## config.mk

```make
export PLATFORM = sky130hd
export DESIGN_NAME = ldst_cmd_sched
export DESIGN_NICKNAME = d
export VERILOG_FILES = /design/src/rtl/ldst_cmd_sched.sv
export SDC_FILE = /design/constraint.sdc
export NUM_CORES = 1
export LEC_CHECK = 0
export CAP_MARGIN = 20
export CORE_ASPECT_RATIO = 1.1
export CORE_MARGIN = 4
export CORE_UTILIZATION = 58
export CTS_CLUSTER_SIZE = 28
export DETAILED_ROUTE_END_ITERATION = 10
export PLACE_DENSITY = 0.81
export SETUP_SLACK_MARGIN = 0.4
export SKIP_LAST_GASP = 1
export SYNTH_ARGS = -nofsm -noshare
export SYNTH_HDL_FRONTEND = slang
export SYNTH_SLANG_ARGS = --single-unit
```

## constraint.sdc

```tcl
create_clock -name clk -period 5.15 [get_ports clk]
set_clock_uncertainty 0.2 [all_clocks]
set_input_delay 1.2875 -clock clk [delete_from_list [all_inputs] [get_ports clk]]
set_output_delay 1.2875 -clock clk [all_outputs]
set_load 0.01 [all_outputs]
```

## src/rtl/ldst_cmd_sched.sv

```systemverilog
// Load/store command scheduler.
// Queues load/store descriptors, splits each one into engine transfers of at
// most MAX_CHUNK lines and reports completion of the whole descriptor with
// its tag. The engine only ever sees 8-bit line counts.
module ldst_cmd_sched #(
    parameter int SDRAM_ADDR_W = 25,
    parameter int RF_ADDR_W    = 9,
    parameter int CMD_DEPTH    = 4,
    parameter int MAX_CHUNK    = 255,
    parameter int LINE_STRIDE  = 176,
    parameter int TAG_W        = 4
) (
    input  logic                          clk,
    input  logic                          rst_n,
    input  logic                          cmd_valid,
    output logic                          cmd_ready,
    input  logic                          cmd_is_store,
    input  logic [SDRAM_ADDR_W-1:0]       cmd_sdram_addr,
    input  logic [RF_ADDR_W-1:0]          cmd_rf_addr,
    input  logic [15:0]                   cmd_line_cnt,
    input  logic [TAG_W-1:0]              cmd_tag,
    output logic [SDRAM_ADDR_W-1:0]       ldst_sdram_addr,
    output logic [RF_ADDR_W-1:0]          ldst_rf_addr,
    output logic [7:0]                    ldst_line_num,
    output logic                          load_start,
    output logic                          store_start,
    input  logic                          ldst_done,
    output logic                          done_valid,
    output logic [TAG_W-1:0]              done_tag,
    output logic                          busy,
    output logic [$clog2(CMD_DEPTH):0]    queue_level
);

    localparam int PW     = $clog2(CMD_DEPTH);
    localparam int LW     = PW + 1;
    // chunk * stride is formed at full width before it meets the address adder
    localparam int PROD_W = 8 + $clog2(LINE_STRIDE);
    localparam logic [7:0] MAX_CHUNK_L = 8'(MAX_CHUNK);

    typedef struct packed {
        logic                    is_store;
        logic [SDRAM_ADDR_W-1:0] sdram;
        logic [RF_ADDR_W-1:0]    rf;
        logic [15:0]             cnt;
        logic [TAG_W-1:0]        tag;
    } desc_t;

    typedef enum logic [2:0] {
        S_IDLE,
        S_CHECK,
        S_ISSUE,
        S_WAIT,
        S_REPORT
    } state_t;

    // ------------------------------------------------------------------
    // Descriptor queue
    // ------------------------------------------------------------------
    desc_t           fifo_mem [CMD_DEPTH];
    logic [PW-1:0]   wr_ptr_reg;
    logic [PW-1:0]   rd_ptr_reg;
    logic [LW-1:0]   level_reg;
    logic            full;
    logic            empty;
    logic            push;
    logic            pop;
    desc_t           head;

    state_t                  state_reg;
    logic [SDRAM_ADDR_W-1:0] cur_sdram_reg;
    logic [RF_ADDR_W-1:0]    cur_rf_reg;
    logic [15:0]             remaining_reg;
    logic [7:0]              cur_chunk_reg;
    logic                    cur_store_reg;
    logic [TAG_W-1:0]        cur_tag_reg;
    logic                    load_start_reg;
    logic                    store_start_reg;
    logic                    done_valid_reg;
    logic [TAG_W-1:0]        done_tag_reg;

    logic [PROD_W-1:0]       step_bytes;
    logic [SDRAM_ADDR_W-1:0] sdram_next;
    logic [RF_ADDR_W-1:0]    rf_next;
    logic [7:0]              chunk_next;

    // Room is judged on the registered level alone, so a pop in the same
    // cycle never lets an extra push in.
    assign full  = (level_reg == LW'(CMD_DEPTH));
    assign empty = (level_reg == '0);
    assign push  = cmd_valid && !full;
    // The head stays queued while it is being worked on and leaves in REPORT.
    assign pop   = (state_reg == S_REPORT);
    // Small queue: combinational head read keeps the IDLE-to-start latency
    // at two cycles.
    assign head  = fifo_mem[rd_ptr_reg];

    // Queue storage write; no reset needed, validity lives in the pointers
    always_ff @(posedge clk) begin
        if (push) begin
            fifo_mem[wr_ptr_reg] <= '{is_store: cmd_is_store, sdram: cmd_sdram_addr,
                                      rf: cmd_rf_addr, cnt: cmd_line_cnt, tag: cmd_tag};
        end
    end

    // Queue pointers and occupancy
    always_ff @(posedge clk or negedge rst_n) begin
        if (!rst_n) begin
            wr_ptr_reg <= '0;
            rd_ptr_reg <= '0;
            level_reg  <= '0;
        end else begin
            if (push) begin
                wr_ptr_reg <= wr_ptr_reg + PW'(1);
            end
            if (pop) begin
                rd_ptr_reg <= rd_ptr_reg + PW'(1);
            end
            case ({push, pop})
                2'b10:   level_reg <= level_reg + LW'(1);
                2'b01:   level_reg <= level_reg - LW'(1);
                default: level_reg <= level_reg;
            endcase
        end
    end

    // ------------------------------------------------------------------
    // Chunk arithmetic
    // ------------------------------------------------------------------
    assign step_bytes = PROD_W'(cur_chunk_reg) * PROD_W'(LINE_STRIDE);
    assign sdram_next = cur_sdram_reg + SDRAM_ADDR_W'(step_bytes);
    assign rf_next    = cur_rf_reg + RF_ADDR_W'(cur_chunk_reg);
    assign chunk_next = (remaining_reg > 16'(MAX_CHUNK)) ? MAX_CHUNK_L : remaining_reg[7:0];

    // Scheduler FSM with registered start/done pulses
    always_ff @(posedge clk or negedge rst_n) begin
        if (!rst_n) begin
            state_reg       <= S_IDLE;
            cur_sdram_reg   <= '0;
            cur_rf_reg      <= '0;
            remaining_reg   <= '0;
            cur_chunk_reg   <= '0;
            cur_store_reg   <= 1'b0;
            cur_tag_reg     <= '0;
            load_start_reg  <= 1'b0;
            store_start_reg <= 1'b0;
            done_valid_reg  <= 1'b0;
            done_tag_reg    <= '0;
        end else begin
            load_start_reg  <= 1'b0;
            store_start_reg <= 1'b0;
            done_valid_reg  <= 1'b0;
            case (state_reg)
                S_IDLE: begin
                    if (!empty) begin
                        cur_store_reg <= head.is_store;
                        cur_sdram_reg <= head.sdram;
                        cur_rf_reg    <= head.rf;
                        remaining_reg <= head.cnt;
                        cur_tag_reg   <= head.tag;
                        state_reg     <= S_CHECK;
                    end
                end
                S_CHECK: begin
                    if (remaining_reg == 16'd0) begin
                        // done pulse lines up with the REPORT cycle
                        done_valid_reg <= 1'b1;
                        done_tag_reg   <= cur_tag_reg;
                        state_reg      <= S_REPORT;
                    end else begin
                        cur_chunk_reg   <= chunk_next;
                        load_start_reg  <= !cur_store_reg;
                        store_start_reg <= cur_store_reg;
                        state_reg       <= S_ISSUE;
                    end
                end
                S_ISSUE: begin
                    state_reg <= S_WAIT;
                end
                S_WAIT: begin
                    if (ldst_done) begin
                        remaining_reg <= remaining_reg - 16'(cur_chunk_reg);
                        cur_sdram_reg <= sdram_next;
                        cur_rf_reg    <= rf_next;
                        state_reg     <= S_CHECK;
                    end
                end
                S_REPORT: begin
                    state_reg <= S_IDLE;
                end
                default: begin
                    state_reg <= S_IDLE;
                end
            endcase
        end
    end

    assign cmd_ready       = !full;
    assign ldst_sdram_addr = cur_sdram_reg;
    assign ldst_rf_addr    = cur_rf_reg;
    assign ldst_line_num   = cur_chunk_reg;
    assign load_start      = load_start_reg;
    assign store_start     = store_start_reg;
    assign done_valid      = done_valid_reg;
    assign done_tag        = done_tag_reg;
    assign busy            = (state_reg != S_IDLE) || !empty;
    assign queue_level     = level_reg;

endmodule

```

==> results of run 1 <==
-- worst paths after layout --
check	from	endpoint	slack, ns
min in group asynchronous	rst_n	ldst_sdram_addr[7]	0.42
setup reg to reg	ldst_line_num[0]	ldst_sdram_addr[23]	0.73
max in group asynchronous	rst_n	rd_ptr_reg[0]	3.72
hold reg to reg	cur_store_reg	load_start	0.27
hold / removal	cur_store_reg	load_start	0.27
setup / recovery	ldst_line_num[0]	ldst_sdram_addr[23]	0.73
-- worst max-delay path, cell delays in order, from the launching register on --
cell	delay, ns
dfrtp_1	0.49
ha_1	0.35
ha_1	0.32
fa_1	0.47
a21o_1	0.19
a21oi_1	0.20
nor2b_1	0.07
o21a_1	0.19
o41a_1	0.32
xor2_1	0.15
ha_1	0.33
nand4_1	0.19
o221ai_2	0.42
a21oi_1	0.13
a211o_1	0.27
-- through the flow --
step | instance area, sq um | cells
floorplan | 13630 | 940
global placement | 15030 | 1319
detailed placement | 15030 | 1319
CTS | 15930 | 1373
global route | 15990 | 1375
finish | 15990 | 1375
-- cell type report --
class                           instances  area [sq um]
Multi-Input combinational cell        562          4743
Clock inverter                         16         143.9
Sequential cell                       300          8613
Inverter                               38         142.6
Timing Repair Buffer                  121          1210
Clock buffer                           38         759.5
Fill cell                            1479          7017
Tap cell                              300         375.4
-- cells by family after synthesis --
| kind of cell | count (synthesis) |
|---|---|
| AO/OA/AOI/OAI | 166 |
| AND/OR/NAND/NOR | 247 |
| flip-flops | 300 |
| adder cells (fa/ha/maj) | 63 |
| multiplexers | 60 |
| XOR/XNOR | 26 |
| buffers and inverters | 78 |
-- synthesized netlist by cell type, drive strengths merged, types with 6 or more instances --
cell type  instances
or3               11
edfxtp           220
a311oi             7
nor3              21
a21oi             34
dfrtp             80
buf               10
nor2b             10
a31oi              7
o211ai             6
mux4              55
o21a              11
fa                 9
nand3             24
and3              24
xor2              10
nor2              40
clkbuf            30
o21ai             50
nand2             86
a211oi            11
inv               38
ha                54
nor4               6
a21o               6
xnor2             16
-- per-layer routing --
layer / vias up / share of wire [%] / global-route usage, %
met5: - / 0.045 / 0
met4: 2 / 1.6 / 5.184
met3: 40 / 6.0 / 3.375
met2: 281 / 51 / 37.33
met1: 4178 / 42 / 31.56
li1: 3863 / - / -
-- timing repair --
| item | 4_1_cts | 5_1_grt |
|---|---|---|
| hold buffers | 0 | 0 |
| resized for setup | 0 | 3 |
| endpoints found under the setup margin | 0 | 9 |
==> impl_metrics.json, run 1 <==
{
  "grt_pass1_vias": 8353,
  "grt_pass1_wl_um": 46100,
  "postSynthCellCount": 940,
  "avgSynthCellArea_sq_um": 14.50,
  "antenna_found_initial": 1,
  "clock_latency_ns": 0.54,
  "layout_commonest_cell": "edfxtp_1",
  "totalWireLength_um": 28800,
  "yosysTopAreaCellShare_pct": 48.47,
  "synthAdderAreaFrac_pct": 6.279,
  "die_height_um": 168.8,
  "ant_nets": 0,
  "maxSlewViolCount": 0,
  "grt_usage_pct": 22.32,
  "setup_tns_ns": 0,
  "largest_reg_flops": 220,
  "hpwlAfterDp_um": 18370,
  "place_congestion": 0.8776,
  "hold_depth": 1,
  "nNetsFinal": 1174,
  "max_freq_ghz": 0.2263,
  "max_slew_margin_pct": 40.12,
  "status": "finished, final reports clean",
  "synth_top_cell_by_area": "edfxtp_1",
  "clk_pin_slew_ns": 0.07,
  "cts.sinks": 300,
  "async_reset_ff_share_pct": 26.67,
  "maxCapViolations": 0,
  "synth_compound_area_share_pct": 7.923,
  "detail_route.iter0.violations": 756,
  "cp_max_fo": 7,
  "worst_setup_path_end_kind": "register",
  "fin_ws_ns": 0.7311,
  "drive_gt1_share_pct": 11.91,
  "boundaryPins": 113,
  "fp-row-count": 58,
  "htreeDepth": 1,
  "wl_per_cell_um": 20.94,
  "chipWidth_um": 154.2,
  "synth_edf_count": 220,
  "die-area_sq_um": 26020,
  "synth_ff_type": "edfxtp_1",
  "grt_start_max_net_pins": 81,
  "cts_root_buf": "clkbuf_16",
  "setup.worst_path.start_class": "register",
  "synth_top_family_by_area": "multiplexers",
  "worstHoldPathType": "register to register",
  "rr_worst_depth": 14,
  "utilization_pct": 69.50,
  "critical_path_class": "register to register",
  "syn_area_sq_um": 13630,
  "io_buffers": 112,
  "drc": 0,
  "cts-buffers-inserted": 29,
  "first_pass_iters": 5,
  "syn_nets": 1062,
  "synth_area_leaders": "edfxtp_1 48%, dfrtp_1 15%, mux4_2 9.1%",
  "ys_seq_area_share_pct": 63.16,
  "dp_slack_ns": 0.5772,
  "worst_hold_slack_ns": 0.2742,
  "area_delta_synth_final_pct": 17.30,
  "synth-seq-cells": 300,
  "cts_setup_buffers": 0,
  "diodes": 0,
  "hold_violations": 0,
  "initial_core_util_pct": 59.25,
  "synth-simple-area-share_pct": 8.997,
  "arrival_ns": 4.64,
  "layout_common_cells": "220 x edfxtp_1, 111 x clkdlybuf4s50_1, 86 x nand2_1",
  "avgViaCountPerCell": 6.083,
  "rsz0062_at_grt": "false",
  "worst_pin_slew_ns": 0.8982,
  "cts_buffer_depth": 3,
  "coreArea_sq_um": 23000,
  "setup_viol": 0,
  "period_needed_ns": 4.419,
  "crit_required_ns": 5.38,
  "grt_overflow": 0,
  "num_vias": 8364,
  "yosysWarnings": 0,
  "cts_tree": "yes",
  "synth_cell_type_count": 65,
  "synth_mux_area_share_pct": 9.602,
  "fin_crit_sh_pct": 85.80,
  "synth_xor_xnor_area_share_pct": 1.671
}
Power of run 1 is not shown: default switching activity piles up to over one toggle a cycle in this logic, so the estimate is an artifact.
==> run 2, diff against run 1 <==
--- a/config.mk
+++ b/config.mk
@@ -5,15 +5,17 @@
 export SDC_FILE = /design/constraint.sdc
 export NUM_CORES = 1
 export LEC_CHECK = 0
+export ABC_AREA = 1
 export CAP_MARGIN = 20
+export CELL_PAD_IN_SITES_DETAIL_PLACEMENT = 1
+export CELL_PAD_IN_SITES_GLOBAL_PLACEMENT = 1
 export CORE_ASPECT_RATIO = 1.1
 export CORE_MARGIN = 4
-export CORE_UTILIZATION = 58
+export CORE_UTILIZATION = 46
 export CTS_CLUSTER_SIZE = 28
 export DETAILED_ROUTE_END_ITERATION = 10
 export PLACE_DENSITY = 0.81
 export SETUP_SLACK_MARGIN = 0.4
-export SKIP_LAST_GASP = 1
 export SYNTH_ARGS = -nofsm -noshare
 export SYNTH_HDL_FRONTEND = slang
 export SYNTH_SLANG_ARGS = --single-unit
==> run 2 against run 1 <==
  * First-iteration DRC count decreased by 1.2%
  * Clock-buffer cell count increased by 3
  * Area after synthesis increased by 5.5%
  * Routed wire length increased by 42%
  * Synthesized cell count increased by 51%
  * Sequential share of layout area decreased by 2.8 points
  * Register-to-register slack improved by 0.26 ns
  * Utilization decreased by 15 points
  * Highest routed layer is now met4
==> impl_metrics.json, run 2 <==
{
  "io_buffers": 112,
  "nNetsFinal": 1641,
  "grt_start_max_net_pins": 66,
  "critical_path_class": "register to register",
  "num_vias": 10900,
  "cts_resized": 0,
  "totalWireLength_um": 40800,
  "syn_area_sq_um": 14380,
  "status": "finished, final reports clean",
  "hold_violations": 0,
  "wl_per_cell_um": 20.86,
  "boundaryPins": 113,
  "synth_edf_count": 220,
  "setup_tns_ns": 0,
  "hpwlAfterDp_um": 27310,
  "area_delta_synth_final_pct": 17.28,
  "ant_nets": 0,
  "grt_overflow": 0,
  "setup.worst_path.start_class": "register",
  "grt_pass1_vias": 11740,
  "synth_common_cells": "266 x nand2_1, 220 x edfxtp_1, 177 x nor2_1, 126 x inv_1, 126 x o21ai_0",
  "cts_setup_buffers": 0,
  "synth-seq-cells": 300,
  "place_congestion": 0.9150,
  "cts_buffer_depth": 3,
  "yosysTopAreaCellShare_pct": 45.93,
  "diodes": 0,
  "clock_latency_ns": 0.55,
  "cts-buffers-inserted": 31,
  "antenna_found_initial": 0,
  "ys_seq_area_share_pct": 59.85,
  "synth_most_common_cell": "nand2_1",
  "grt_usage_pct": 23.61,
  "max_slew_margin_pct": 34.58,
  "cp_max_fo": 6,
  "fin_crit_sh_pct": 80.82,
  "period_needed_ns": 4.162,
  "rsz0062_at_grt": "false",
  "coreArea_sq_um": 30680,
  "drc": 0,
  "layout_common_cells": "266 x nand2_1, 220 x edfxtp_1, 173 x nor2_1",
  "worstHoldPathType": "register to register",
  "grt_pass1_wl_um": 64720,
  "syn_nets": 1539,
  "postSynthCellCount": 1417,
  "max_freq_ghz": 0.2403,
  "maxSlewViolCount": 0,
  "detail_route.iter0.violations": 747,
  "synth_top_cell_by_area": "edfxtp_1",
  "arrival_ns": 4.39,
  "cts_tree": "yes",
  "cts.sinks": 300,
  "die-area_sq_um": 34160,
  "setup_viol": 0,
  "synth_area_leaders": "edfxtp_1 46%, dfrtp_1 14%, nand2_1 6.9%",
  "avgSynthCellArea_sq_um": 10.15,
  "worst_pin_slew_ns": 0.9766,
  "largest_reg_flops": 220,
  "layout_commonest_cell": "nand2_1",
  "async_reset_ff_share_pct": 26.67,
  "crit_required_ns": 5.38,
  "synth_cell_type_count": 49,
  "clk_pin_slew_ns": 0.06,
  "yosysWarnings": 0,
  "htreeDepth": 1,
  "initial_core_util_pct": 46.88,
  "maxCapViolations": 0,
  "cts_root_buf": "clkbuf_16",
  "chipWidth_um": 176.6,
  "avgViaCountPerCell": 5.572,
  "cts_hold_buf": 0,
  "die_height_um": 193.5,
  "first_pass_iters": 5,
  "synth_ff_type": "edfxtp_1",
  "drive_gt1_share_pct": 5.058,
  "fp-row-count": 67,
  "worst_setup_path_end_kind": "register"
}
-- run 2: cell types whose count changed after synthesis, sizes merged, moves of 11 or more --
cell    before  now
a21oi       34   65
o21ai       50  135
o22ai        1   31
buf         10   27
or3         11    0
nand3       24   78
and3        24    0
mux4        55    0
inv         38  127
nand2       86  269
nor2        40  178
a211oi      11    0
nor3        21    5
-- run 2: path summary, 6_finish.rpt --
| path | from | endpoint | slack, ns | depth (start not counted) |
|---|---|---|---|---|
| worst min register to register | cur_store_reg | load_start | 0.24 | 1 |
| worst max register to register | ldst_line_num[4] | ldst_sdram_addr[23] | 0.99 | 20 |
| min in group asynchronous | rst_n | ldst_sdram_addr[1] | 0.63 | 1 |
| max in group asynchronous | rst_n | remaining_reg[2] | 3.20 | 2 |
| worst min-delay path | cur_store_reg | load_start | 0.24 | 1 |
| worst max-delay path | ldst_line_num[4] | ldst_sdram_addr[23] | 0.99 | 20 |
-- run 2: kinds of logic (layout without fill, tap and decap cells) --
group                    count (synthesis)  count (layout)  share of synthesized area (%)
XOR/XNOR                                23              23                          1.401
buffers and inverters                  186             311                          5.324
flip-flops                             300             300                          59.85
adder cells (fa/ha/maj)                 63              63                          5.950
AND/OR/NAND/NOR                        557             557                          15.96
AO/OA/AOI/OAI                          287             287                          11.44
multiplexers                             1               1                        0.06960
-- run 2: metrics by stage --
stage / area, sq um / hold slack (ns) / worst slack (ns) / utilization [%] / instances
after floorplan: 14380 / 0.2030 / 0.7057 / - / 1417
after global placement: 15890 / 0.2116 / 1.117 / 51.78 / 1900
after detailed placement: 15890 / 0.2298 / 1.061 / 51.78 / 1900
after CTS: 16870 / 0.2372 / 0.9911 / 54.98 / 1956
after global routing: 16870 / 0.2686 / 0.6243 / 54.98 / 1956
final: 16870 / 0.2383 / 0.9877 / 54.98 / 1956
-- run 2: final cells by class --
type                            instances  area [sq um]
Clock buffer                           41         823.3
Tap cell                              414         518.0
Clock inverter                         15         156.4
Timing Repair Buffer                  127          1231
Inverter                              128         483.0
Sequential cell                       300          8612
Multi-Input combinational cell        931          5044
Fill cell                            3406         13810
-- run 2: worst max-delay path, stage by stage, from the launching register on --
cell and delay, ns:
dfrtp_1 0.50, ha_1 0.37, inv_1 0.06, fa_1 0.50
inv_1 0.04, ha_1 0.37, a21oi_1 0.22, nand2_1 0.11
nand4_1 0.09, o211ai_1 0.10, xor2_1 0.17, ha_1 0.36
nand2_1 0.12, nor2_1 0.25, inv_1 0.07, nor2_1 0.10
nand2_1 0.07, nand2_1 0.09, nand3_1 0.08, nand3_1 0.10
a21oi_1 0.07
-- run 2: per-layer routing --
layer | GRT usage (%) | up-vias | routed length (um)
li1 | - | 5090 | -
met1 | 31.91 | 5502 | 17480
met2 | 41.39 | 254 | 20720
met3 | 2.245 | 52 | 1783
met4 | 5.474 | 0 | 821
met5 | 0 | - | 0
Power of run 2 is left out for the same reason.
